## src/rtl/mem_arbiter.sv

```systemverilog
// Arbitrates one RAM port between instruction fetch and data access; data wins
// unless a pending fetch has already watched DSTREAK_MAX data grants go by.
module mem_arbiter #(
  parameter int DSTREAK_MAX = 4
) (
  input  logic        CLK,
  input  logic        nRST,
  input  logic        iREN,
  input  logic [31:0] iaddr,
  output logic        iwait,
  output logic [31:0] iload,
  input  logic        dREN,
  input  logic        dWEN,
  input  logic [31:0] daddr,
  input  logic [31:0] dstore,
  output logic        dwait,
  output logic [31:0] dload,
  output logic        ramREN,
  output logic        ramWEN,
  output logic [31:0] ramaddr,
  output logic [31:0] ramstore,
  input  logic [31:0] ramload,
  input  logic [1:0]  ramstate
);

  typedef enum logic [1:0] {
    IDLE   = 2'd0,
    DGRANT = 2'd1,
    IGRANT = 2'd2
  } state_t;

  localparam logic [1:0] RAM_ACCESS = 2'd2;
  localparam logic [3:0] DMAX       = 4'(DSTREAK_MAX);
  localparam logic [3:0] DCNT_SAT   = 4'd15;

  state_t     state_q, state_d;
  logic [3:0] dcnt_q, dcnt_d;
  logic       dreq;
  logic       istarved;

  assign dreq     = dREN | dWEN;
  assign istarved = iREN && (dcnt_q >= DMAX);

  // Read data is shared; each requester only trusts it in its own ack cycle.
  assign iload = ramload;
  assign dload = ramload;

  always_ff @(posedge CLK or negedge nRST) begin
    if (!nRST) begin
      state_q <= IDLE;
      dcnt_q  <= 4'd0;
    end else begin
      state_q <= state_d;
      dcnt_q  <= dcnt_d;
    end
  end

  // RAM controls decode from the registered state, so reset drops them at once.
  always_comb begin
    state_d  = state_q;
    dcnt_d   = dcnt_q;
    ramREN   = 1'b0;
    ramWEN   = 1'b0;
    ramaddr  = 32'd0;
    ramstore = 32'd0;
    iwait    = 1'b1;
    dwait    = 1'b1;
    case (state_q)
      IDLE: begin
        if (dreq && !istarved) begin
          state_d = DGRANT;
        end else if (iREN) begin
          state_d = IGRANT;
        end
      end
      DGRANT: begin
        if (!dreq) begin
          state_d = IDLE;
        end else begin
          ramaddr  = daddr;
          ramstore = dstore;
          if (dWEN) begin
            ramWEN = 1'b1;
          end else begin
            ramREN = 1'b1;
          end
          if (ramstate == RAM_ACCESS) begin
            dwait   = 1'b0;
            state_d = IDLE;
            if (iREN) begin
              dcnt_d = (dcnt_q == DCNT_SAT) ? DCNT_SAT : dcnt_q + 4'd1;
            end else begin
              dcnt_d = 4'd0;
            end
          end
        end
      end
      IGRANT: begin
        if (!iREN) begin
          state_d = IDLE;
        end else begin
          ramaddr = iaddr;
          ramREN  = 1'b1;
          if (ramstate == RAM_ACCESS) begin
            iwait   = 1'b0;
            state_d = IDLE;
            dcnt_d  = 4'd0;
          end
        end
      end
      default: state_d = IDLE;
    endcase
  end

endmodule

```

## config.mk

```make
export PLATFORM = sky130hd
export DESIGN_NAME = mem_arbiter
export DESIGN_NICKNAME = d
export VERILOG_FILES = /design/src/rtl/mem_arbiter.sv
export SDC_FILE = /design/constraint.sdc
export NUM_CORES = 1
export LEC_CHECK = 0
export ABC_AREA = 1
export BUFFER_PORTS_ARGS = -buffer_cell sky130_fd_sc_hd__buf_2
export CAP_MARGIN = 20
export CORE_AREA = 2 2 105 107
export DETAILED_ROUTE_END_ITERATION = 8
export DIE_AREA = 0 0 107 109
export SLEW_MARGIN = 15
export SYNTH_ARGS = -nofsm -noshare
export SYNTH_HDL_FRONTEND = slang
export SYNTH_SLANG_ARGS = --single-unit
export TNS_END_PERCENT = 20
```

## constraint.sdc

```tcl
create_clock -name CLK -period 1.53 [get_ports CLK]
set_input_delay 0.2295 -clock CLK [delete_from_list [all_inputs] [get_ports CLK]]
set_output_delay 0.2295 -clock CLK [all_outputs]
set_load 0.01 [all_outputs]
```

# Yosys cells after proc, flatten, opt, wreduce, memory -nomap -nowiden

Cells that the tools add are included.
W data, S select, Z words.

Bits in registers: 6
Word-level logic and storage cells: 50

$add $sub $neg: 1
Order comparisons: 1
Equality and inequality tests: 9
Mux-type cells: 30
Bitwise gates (word level): 1
Reductions and logical operators: 6

Operators by type and width:

| operator              | count |
|---|---|
| $mux W32              | 4 |
| $pmux W32 S2          | 1 |
| $mux W4               | 6 |
| $mux W1               | 11 |
| $mux W2               | 5 |
| $ne A2 B2 Y1 const B  | 4 |
| $pmux W4 S2           | 1 |
| $pmux W2 S3           | 1 |
| $reduce_and A5 Y1     | 1 |
| $add A4 B1 Y4 const B | 1 |
| $eq A2 B2 Y1 const B  | 2 |
| $eq A4 B4 Y1 const B  | 1 |
| $ge A4 B3 Y1 const B  | 1 |
| $ne A3 B3 Y1 const B  | 1 |
| $eq A2 B1 Y1 const B  | 1 |
| $logic_and A1 B1 Y1   | 2 |
| $logic_not A2 Y1      | 1 |
| $pmux W1 S2           | 1 |
| $reduce_bool A2 Y1    | 1 |
| $logic_not A1 Y1      | 1 |
| $or A1 B1 Y1          | 1 |

# Logic depth before layout (Yosys ltp)

Gate-level depths: netlist (run 1).

Word-level depth: 6
Depth in mapped cells: 8
Mapped depth without buffers: 8

# Least setup slack after synthesis (run 1)

No wires, ideal clock.

Path type: register -> output
Start point: register state_q[0]
End point: output ramaddr[11]
Arrival: 1.317 ns
Slack: -0.017 ns
Stages on the path, launching flop included: 8
Cell sequence: dfrtp_1 > inv_1 > ha_1 > nand2_1 > inv_2 > buf_2 > nand2_1 > a21oi_1

Cells in the longest elaborated chain, start to end: 2

Ends and longest elaborated chain:

| item                                         | line | source |
|---|---|---|
| from (decl)                                  | 36   | `state_t state_q, state_d;` |
| from (signal assigned)                       | 53   | `state_q <= state_d;` |
| $eq A2 B2 Y1 or $eq A2 B1 Y1 (tied branches) | 68   | `case (state_q)` |
| $pmux W32 S2 (*)                             | 68   |  |
| to (decl)                                    | 20   | `output logic [31:0] ramaddr,` |

Every way passes the cells marked *; elsewhere a longest branch is shown, timed or not.

# Worst setup path in the final report (run 1)

Start point: register state_q[0]
End point: output ramaddr[20]

Same word-level chain as after synthesis.

==> key figures, run 1 <==
CTS
  • Clock slew seen by the registers of the worst setup and hold paths: 40 ps
  • CTS tree: yes
  • Clk_lat worst skew: 220 ps
  • CTS max path bufs: 2
  • H-Tree Depth: 1
  • CTS Buf Count: 3
  • Total clock sinks: 6
  • Clk root buf: clkbuf_8

Logic synthesis
  • Synth top area share: 0.2811
  • Yosys top cell by area: buf_4
  • Post-Syn Nets: 458
  • Synth warnings: 0
  • Mux cell area share after synthesis: 0
  • Simple-gate share of the synthesized area: 0.3258
  • Xor and xnor area share after synthesis: 0
  • Area share of fa/ha/maj cells after synthesis: 0.03660
  • Unique masters post-synth: 17
  • Largest family of logic cells by synthesized area: buffers and inverters
  • Synth Instances: 318
  • Synth Area in Compound Gates: 0.1281
  • Seq/Total Area, Yosys: 0.08785
  • Cell Area, Synth: 1709 um2
  • Top post-synthesis cells by area: buf_4 28%, nand2_1 22%, a21oi_1 10%, inv_1 9.2%, dfrtp_1 8.8%
  • Seq cells post-synth: 6
  • Syn avg cell area: 5.375 um2

Floorplanning
  • Overall die area: 11,660 um2
  • Core area: 10,600 um2
  • Starting Density: 0.1612
  • Row cnt: 38
  • Die Y: 109 um
  • Io pins: 267
  • Die X: 107 um

STA
  • Setup TNS: -13,600 ps
  • Fin. max-slew vios: 0
  • Final Worst Setup Slack: -284.4 ps
  • Clock Skew: 1.600 ps
  • Final Hold Fails: 0
  • Measured slew at the worst slew-check pin: 285.0 ps
  • Max-slew headroom: 0.8080
  • Minimum clock period: 1814 ps
  • RSZ-0062 raised after global routing: true
  • Period utilization: 1.186
  • Achievable clock frequency: 551.2 MHz
  • # setup viols final: 67

Routing
  • Via/cell ratio: 3.912
  • Routed Antenna Nets: 0
  • Drt pass-1 iters: 4
  • Final wirelength: 6916 um
  • Via count: 2,277
  • Initial DRC Count: 69
  • WL/cell: 11.88 um
  • # DRC: 0

Power and ir drop
  • P per Cell Area: 1296 nW/um2
  • Maximum vdd drop: 0.4259 mV
  • LEAKAGE: 1.640 nW

Placed design
  • Dpl hpwl: 5556 um
  • GP Congestion: 0.7559
  • Port bufs: 170

Global routing
  • Total gr overflow: 0
  • Initial antenna violation count: 0
  • Global Route Usage Sum: 0.1082
  • Vias in the first global route: 2,035
  • First-pass GRT wire length: 9811 um
  • Largest net degree at the start of global routing: 19

Outcome
  • Status: finished with violations
  • Failing checks: setup timing

Worst setup path
  • Req. time, crit path: 1300 ps
  • CP cell instances: buf_6 > ha_4 > o21ai_4 > inv_4 > buf_12 > nand2_1 > a21oi_2 > buf_2
  • CP Class: flip-flop to output pin
  • Slowest-stage cell, CP: dfrtp_1
  • Crit end category: output pin
  • Worst-path fanout max: 14
  • Critical Path Max Stage Delay: 390 ps
  • WP data arrival: 1580 ps
  • Crit path launch type: flip-flop

Finish
  • Area grow syn2layout: 68.59%
  • Commonest non-fill, non-tap cell in the layout: buf_2
  • Final Net Count: 584
  • Share of cells above drive strength 1: 0.5656
  • Antenna cells: 0
  • Core Util, Final: 0.2718
  • Most frequent cells in the layout: 162 x buf_2, 91 x nand2_1, 38 x inv_1

Job
  • Number of max-cap violations: 0

Min path
  • Min-delay worst type: primary input to asynchronous set/reset pin
[synthesized netlist by cell type, drive strengths merged]
cell type / count
nand2: 102
buf: 73
inv: 44
nor2: 39
a21oi: 34
dfrtp: 6
o21ai: 6
ha: 5
clkbuf: 3
nand3: 3
or2: 2
o211ai: 1
[metrics by stage]
stage          total power [mW]  setup slack, ps  hold slack (ps)  instances  cell area, um2
5_1_grt                   4.045           -378.8            380.8        582            2882
6_report                  3.735           -284.4            357.5        582            2882
2_1_floorplan             1.705           -16.98           -66.09        318            1724
3_3_place_gp              2.789           -79.27            61.98        570            2417
3_5_place_dp              2.773           -66.29            61.55        570            2417
4_1_cts                   3.683           -259.3            358.2        583            2830
[area by class of cell]
type | count | area [um2]
Inverter | 44 | 177.7
Tap cell | 140 | 175.2
Sequential cell | 6 | 150.1
Fill cell | 1209 | 7721
Timing Repair Buffer | 197 | 1303
Multi-Input combinational cell | 192 | 1035
Clock buffer | 3 | 41.29
[worst max-delay path: cells and delay by family (launching register included)]
family / cells / cell delay, ps
buffers and inverters: 4 / 520
flip-flops: 1 / 390
AND/OR/NAND/NOR: 1 / 80
adder cells (fa/ha/maj): 1 / 140
AO/OA/AOI/OAI: 2 / 210
[logic make-up after synthesis]
group | Yosys count
adder cells (fa/ha/maj) | 5
AO/OA/AOI/OAI | 41
AND/OR/NAND/NOR | 146
buffers and inverters | 120
flip-flops | 6
[registers in the layout, summed over array words and instances, names as in the netlist]
register / count
dcnt_q: 4
state_q: 2
[repair_timing]
item / CTS / global route
resized for setup: 53 / 23
setup buffers: 5 / 0
pin swaps: 2 / 5
cloned: 4 / 0
hold buffers: 1 / 0
endpoints found under the setup margin: 68 / 74
hold endpoints to repair: 6 / 0
[power by group]
part           leakage, nW  total, mW  switching (mW)  internal, mW
Combinational         1.54       3.24            1.68          1.56
Sequential          0.0797      0.259          0.0526         0.207
Clock               0.0216      0.239          0.0697         0.169
Total                 1.64       3.74            1.80          1.94
[final timing paths]
check / start / slack [ps] / cells after the start / to
max: state_q[0] / -280 / 8 / ramaddr[20]
max reg2reg: state_q[0] / 30 / 9 / state_q[1]
min in group CLK: ramload[30] / 460 / 0 / dload[30]
min: nRST / 360 / 2 / dcnt_q[1]
min reg2reg: dcnt_q[1] / 540 / 2 / dcnt_q[1]
max in group asynchronous: nRST / 1030 / 2 / state_q[0]
[routing by layer]
metal | share of wire | GRT usage
met1 | 0.38 | 0.1155
met2 | 0.48 | 0.1970
met3 | 0.10 | 0.03168
met4 | 0.038 | 0.04917
met5 | 0 | 0
(Power assumes the default switching activity.)
==> run 2: changes to the inputs <==
Settings changed: ABC_AREA 1 to not set, CORE_AREA 2 2 105 107 to 2 2 103 105, DIE_AREA 0 0 107 109 to 0 0 105 107.
==> run 2 against run 1 <==
Net effect: the flow still finishes with violations (setup timing); worst setup slack got worse by 66 ps; first-iteration DRC count rose by 8.7%; utilization rose by 0.48 points; flip-flop and latch count did not move; clock-buffer cell count did not move; clock power barely moved; cell count fell by 17%; final area fell by 3.1%; worst hold slack got worse by 3.5 ps; critical endpoint is now ramaddr[4].
==> key figures, run 2 <==
Worst setup path
  • CP top delay family: buffers and inverters
  • CP Class: flip-flop to output pin
  • Crit end category: output pin
  • Reg2reg start: state_q[0]
  • FF-to-FF setup slack: -150 ps
  • Critical Path Start: state_q[0]
  • CP Depth: 7
  • Req. time, crit path: 1300 ps
  • CP cell instances: buf_6 > ha_4 > o21a_4 > clkbuf_16 > a22oi_1 > nor2b_1 > buf_2
  • Worst-path fanout max: 14
  • Slowest-stage cell, CP: dfrtp_1
  • Worst path buffer plus inverter count: 3
  • WP data arrival: 1650 ps
  • Critical Path Max Stage Delay: 380 ps
  • CP endpoint: ramaddr[4]
  • Worst r2r dst: dcnt_q[1]
  • Crit path launch type: flip-flop
  • Worst reg-to-reg path cell count: 6

Floorplanning
  • Die Y: 107 um
  • Die X: 105 um
  • Starting Density: 0.1666
  • Row cnt: 37
  • Io pins: 267
  • Core area: 10,090 um2
  • Overall die area: 11,240 um2

Logic synthesis
  • Seq cells post-synth: 6
  • Synth top area share: 0.2857
  • Synth cell count leaders: 64 x buf_4, 34 x nor2b_1, 33 x and2_1
  • Top-count cell post-synth: buf_4
  • Post-Syn Nets: 369
  • Cell Area, Synth: 1682 um2
  • Synth Instances: 229
  • Seq/Total Area, Yosys: 0.08929
  • Ys flop type: dfrtp_1
  • Yosys top cell by area: buf_4
  • Ys async rst share: 1.000
  • Number of flops mapped to enable cells by yosys: 0
  • Syn avg cell area: 7.343 um2
  • Top post-synthesis cells by area: buf_4 29%, a22oi_1 14%, nor2b_1 13%, and2_1 12%, dfrtp_1 8.9%
  • Unique masters post-synth: 29
  • Synth warnings: 0

STA
  • Setup TNS: -20,370 ps
  • Final Worst Setup Slack: -350.7 ps
  • Clock Skew: 4.701 ps
  • Period utilization: 1.229
  • RSZ-0062 raised after global routing: true
  • Minimum clock period: 1881 ps
  • Fin. max-slew vios: 0
  • Final Hold Fails: 0
  • Max-slew headroom: 0.7170
  • Measured slew at the worst slew-check pin: 418.6 ps
  • Achievable clock frequency: 531.7 MHz
  • # setup viols final: 73

Min path
  • Min-delay worst type: primary input to asynchronous set/reset pin

Placed design
  • Port bufs: 170
  • Pre-CTS WS: -160.6 ps
  • GP Congestion: 0.7618
  • Dpl cell area: 2345 um2
  • Dpl hpwl: 5495 um

Finish
  • Area of the multi-input gates: 1150 um2
  • Biggest regs: dcnt_q: 4 flops, state_q: 2 flops
  • Fill count: 1,099
  • Area grow syn2layout: 66.00%
  • Commonest non-fill, non-tap cell in the layout: buf_2
  • FF/Latch Area: 150.1 um2
  • Final Net Count: 491
  • Antenna cells: 0
  • Fin area: 2791 um2
  • Most frequent cells in the layout: 164 x buf_2, 34 x nor2b_1, 28 x and2_1
  • Core Util, Final: 0.2766
  • Top reg by flops: dcnt_q
  • Share of cells above drive strength 1: 0.6848
  • Max reg flops: 4

Power and ir drop
  • LEAKAGE: 1.396 nW
  • P per Cell Area: 1306 nW/um2
  • Maximum vdd drop: 0.4695 mV

Routing
  • Via/cell ratio: 4.140
  • Via count: 2,008
  • Highest routed layer: met4
  • Initial DRC Count: 75
  • Final wirelength: 7386 um
  • WL/cell: 15.23 um
  • Routed met1 length: 2737 um
  • Drt pass-1 iters: 4
  • # DRC: 0
  • DR WL met2: 3815 um
  • WL met3: 593 um
  • Routed Antenna Nets: 0

CTS
  • Clk_lat worst skew: 220 ps
  • CTS tree: yes
  • CTS Buf Count: 3
  • CTS max path bufs: 2
  • Clk root buf: clkbuf_8
  • H-Tree Depth: 1
  • Total clock sinks: 6
  • Clock slew seen by the registers of the worst setup and hold paths: 40 ps

Global routing
  • Largest net degree at the start of global routing: 29
  • Vias in the first global route: 1,920
  • First-pass GRT wire length: 10,080 um
  • Total gr overflow: 0
  • Initial antenna violation count: 0
  • Global Route Usage Sum: 0.1132

Outcome
  • Failing checks: setup timing
  • Status: finished with violations

Job
  • Number of max-cap violations: 0
-- run 2: changes by cell type in the layout (fill, tap and decap cells not counted), sizes merged, moves of 3 or more --
cell / change
a22oi: +32
a21oi: -30
o21ai: -5
nand2: -96
and2: +34
inv: -39
nor2b: +34
mux2: +3
buf: -5
nor2: -37
-- run 2: per-layer routing --
metal  vias up  global-route usage
met1       914              0.1254
met3        19             0.02675
met2       121              0.2124
met4         0             0.03619
met5         -                   0
li1        954                   -
-- run 2: timing repair --
item | in CTS | in global routing
hold buffers | 1 | 0
pin swaps | 4 | 12
setup endpoints to repair | 72 | 74
endpoints found under the hold margin | 6 | 0
buffers inserted | 1 | 1
gates cloned | 4 | 1
gates resized for setup | 23 | 22
-- run 2: worst reg2reg max path, stage by stage, from the launching register on --
cell	delay (ps)
dfrtp_1	380
inv_1	80
ha_2	170
buf_4	110
mux2_2	330
and3_4	200
mux2_4	300
-- run 2: cell type report --
class | count | area share
clock buffer | 3 | 0.01479
sequential | 6 | 0.05379
timing repair buffer | 195 | 0.4518
inverter | 5 | 0.006723
tap | 136 | 0.06096
multi-input combinational | 140 | 0.4119
-- run 2: how the worst min path moves through the flow --
stage,start,end,slack (ps),cells past startpoint
global route,nRST,dcnt_q[0],390,2
global placement,nRST,dcnt_q[1],60,1
CTS,nRST,dcnt_q[1],360,2
finish,nRST,dcnt_q[1],350,2
detailed placement,nRST,dcnt_q[1],60,1
floorplan,nRST,dcnt_q[0],-70,0
-- run 2: power by group --
group	internal, mW	switching, mW
sequential	0.223	0.0661
clock	0.169	0.0674
combinational	1.74	1.38
-- run 2: per-stage QoR --
step | total power, mW | hold slack, ps | std cells
2_1_floorplan | 1.852 | -66.09 | 229
3_3_place_gp | 2.693 | 58.12 | 474
3_5_place_dp | 2.760 | 61.24 | 474
4_1_cts | 3.473 | 355.9 | 483
5_1_grt | 3.932 | 393.0 | 485
6_report | 3.647 | 354.1 | 485
-- run 2: cells by family after synthesis --
logic type,count (synthesis),synth area share
buffers and inverters,83,0.3318
multiplexers,3,0.02455
flip-flops,6,0.08928
AND/OR/NAND/NOR,86,0.3147
AO/OA/AOI/OAI,46,0.2024
adder cells (fa/ha/maj),5,0.03720
==> run 3: changes to the inputs <==
Settings changed: BUFFER_PORTS_ARGS -buffer_cell sky130_fd_sc_hd__buf_2 to not set, CORE_AREA 2 2 103 105 to 2 2 105 107, DIE_AREA 0 0 105 107 to 0 0 107 109, DONT_BUFFER_PORTS set to 1.
==> run 3 against run 2 <==
Net effect: the flow still finishes with violations (setup timing); total power fell by 4.6%; non-clock buffer count fell by 166; sequential share of layout area rose by 1.8 points; worst hold slack got worse by 140 ps; largest power group unchanged.
==> key figures, run 3 (synthesis results as in run 2) <==
Floorplanning
  • Io pins: 267
  • Starting Density: 0.1586
  • Core area: 10,600 um2
  • Overall die area: 11,660 um2
  • Row cnt: 38
  • Die Y: 109 um
  • Die X: 107 um

CTS
  • Clk root buf: clkbuf_8
  • H-Tree Depth: 1
  • CTS tree: yes
  • CTS Buf Count: 3
  • Clock slew seen by the registers of the worst setup and hold paths: 40 ps
  • CTS max path bufs: 2
  • Clk_lat worst skew: 230 ps
  • Total clock sinks: 6

Routing
  • Drt pass-1 iters: 4
  • # DRC: 0
  • WL/cell: 19.72 um
  • Initial DRC Count: 41
  • Routed Antenna Nets: 0
  • Via count: 1,419
  • Final wirelength: 6371 um
  • Via/cell ratio: 4.393

Worst setup path
  • CP Class: flip-flop to output pin
  • Crit end category: output pin
  • Req. time, crit path: 1300 ps
  • Slowest-stage cell, CP: dfrtp_1
  • Critical Path Max Stage Delay: 420 ps
  • CP cell instances: inv_2 > ha_4 > o21a_4 > bufbuf_16 > a22oi_2 > nor2b_2
  • Worst-path fanout max: 17
  • Crit path launch type: flip-flop
  • WP data arrival: 1620 ps

Power and ir drop
  • LEAKAGE: 0.7387 nW
  • Maximum vdd drop: 0.3603 mV
  • Total power draw: 3.478 mW
  • P per Cell Area: 1657 nW/um2

STA
  • Clock Skew: 6.386 ps
  • Hold slack: 211.1 ps
  • Period utilization: 1.206
  • # setup viols final: 74
  • Achievable clock frequency: 542.0 MHz
  • RSZ-0062 raised after global routing: true
  • Final Hold Fails: 0
  • Minimum clock period: 1845 ps
  • Max-slew headroom: 0.7278
  • Fin. max-slew vios: 0
  • Measured slew at the worst slew-check pin: 402.6 ps
  • Final Worst Setup Slack: -315.1 ps
  • Setup TNS: -15,860 ps

Min path
  • Min-delay worst type: primary input to flip-flop

Placed design
  • GP Congestion: 0.7649
  • Pre-CTS WS: -239.9 ps
  • Port bufs: 0
  • Dpl hpwl: 4340 um

Finish
  • Antenna cells: 0
  • Biggest regs: dcnt_q: 4 flops, state_q: 2 flops
  • Core Util, Final: 0.1980
  • Share of cells above drive strength 1: 0.7322
  • Area grow syn2layout: 24.85%
  • Fill count: 1,179
  • Top reg by flops: dcnt_q
  • Final Net Count: 325
  • Commonest non-fill, non-tap cell in the layout: and2_4
  • Max reg flops: 4
  • Most frequent cells in the layout: 34 x and2_4, 23 x nor2b_2, 23 x a22oi_2

Global routing
  • Largest net degree at the start of global routing: 34
  • Vias in the first global route: 1,358
  • Total gr overflow: 0
  • First-pass GRT wire length: 7679 um
  • Initial antenna violation count: 0
  • Global Route Usage Sum: 0.08783

Outcome
  • Failing checks: setup timing
  • Status: finished with violations

Job
  • Number of max-cap violations: 0
## run 3: changes by cell type in the layout (fill, tap and decap cells not counted), moves of 7 or more
cell,previous run,this run
nor2b_4,0,7
buf_2,164,0
nor2b_1,34,4
nor2b_2,0,23
and2_4,6,34
and2_1,28,0
## run 3: routing by layer
metal,up-vias,routed length [um],track usage,part of all wire
li1,618,-,-,-
met1,693,2315,0.1016,0.36
met2,97,3444,0.1574,0.54
met3,11,522,0.02510,0.082
met4,0,89,0.02597,0.014
met5,-,0,0,0
## run 3: timing repair
item                                    4_1_cts  5_1_grt
resized for setup                            68       43
endpoints found under the setup margin       72       74
gates cloned                                  2        2
buffers inserted                              3        2
hold buffers                                  1        0
hold endpoints to repair                      6        0
pin swaps                                     6       20
## run 3: metrics by stage
stage          instance area (um2)  std cells
2_1_floorplan                 1703        229
3_3_place_gp                  1514        310
3_5_place_dp                  1514        310
4_1_cts                       1857        319
5_1_grt                       2100        323
6_report                      2100        323
## run 3: worst paths after layout
kind,slack (ps),start,cells past startpoint,end
min in group asynchronous,330,nRST,1,state_q[1]
max in group asynchronous,960,nRST,1,dcnt_q[2]
worst min-delay path,210,iREN,2,state_q[1]
worst max register to register,-200,state_q[1],6,dcnt_q[1]
worst max-delay path,-320,state_q[1],6,ramaddr[26]
worst min register to register,550,dcnt_q[1],1,dcnt_q[1]
## run 3: layout make-up
class / instances / area, um2 / area share
clock buffers: 3 / 41.29 / 0.01967
inverters: 5 / 18.77 / 0.008939
multi-input cells: 140 / 1344 / 0.6400
flip-flops and latches: 6 / 150.1 / 0.07151
well taps: 140 / 175.2 / 0.08343
repair buffers: 29 / 370.4 / 0.1764
## run 3: worst max-delay path, delay by kind of cell, from the launching register on
kind            cells  cell delay (ps)
flops               1              420
simple gates        1              160
buf+inv             2              410
fa+ha+maj           1              130
compound gates      2              270
## run 3: power by group
part	switching [mW]	internal, mW
registers	0.0746	0.223
clock network	0.0711	0.169
logic	1.33	1.61
total	1.47	2.00
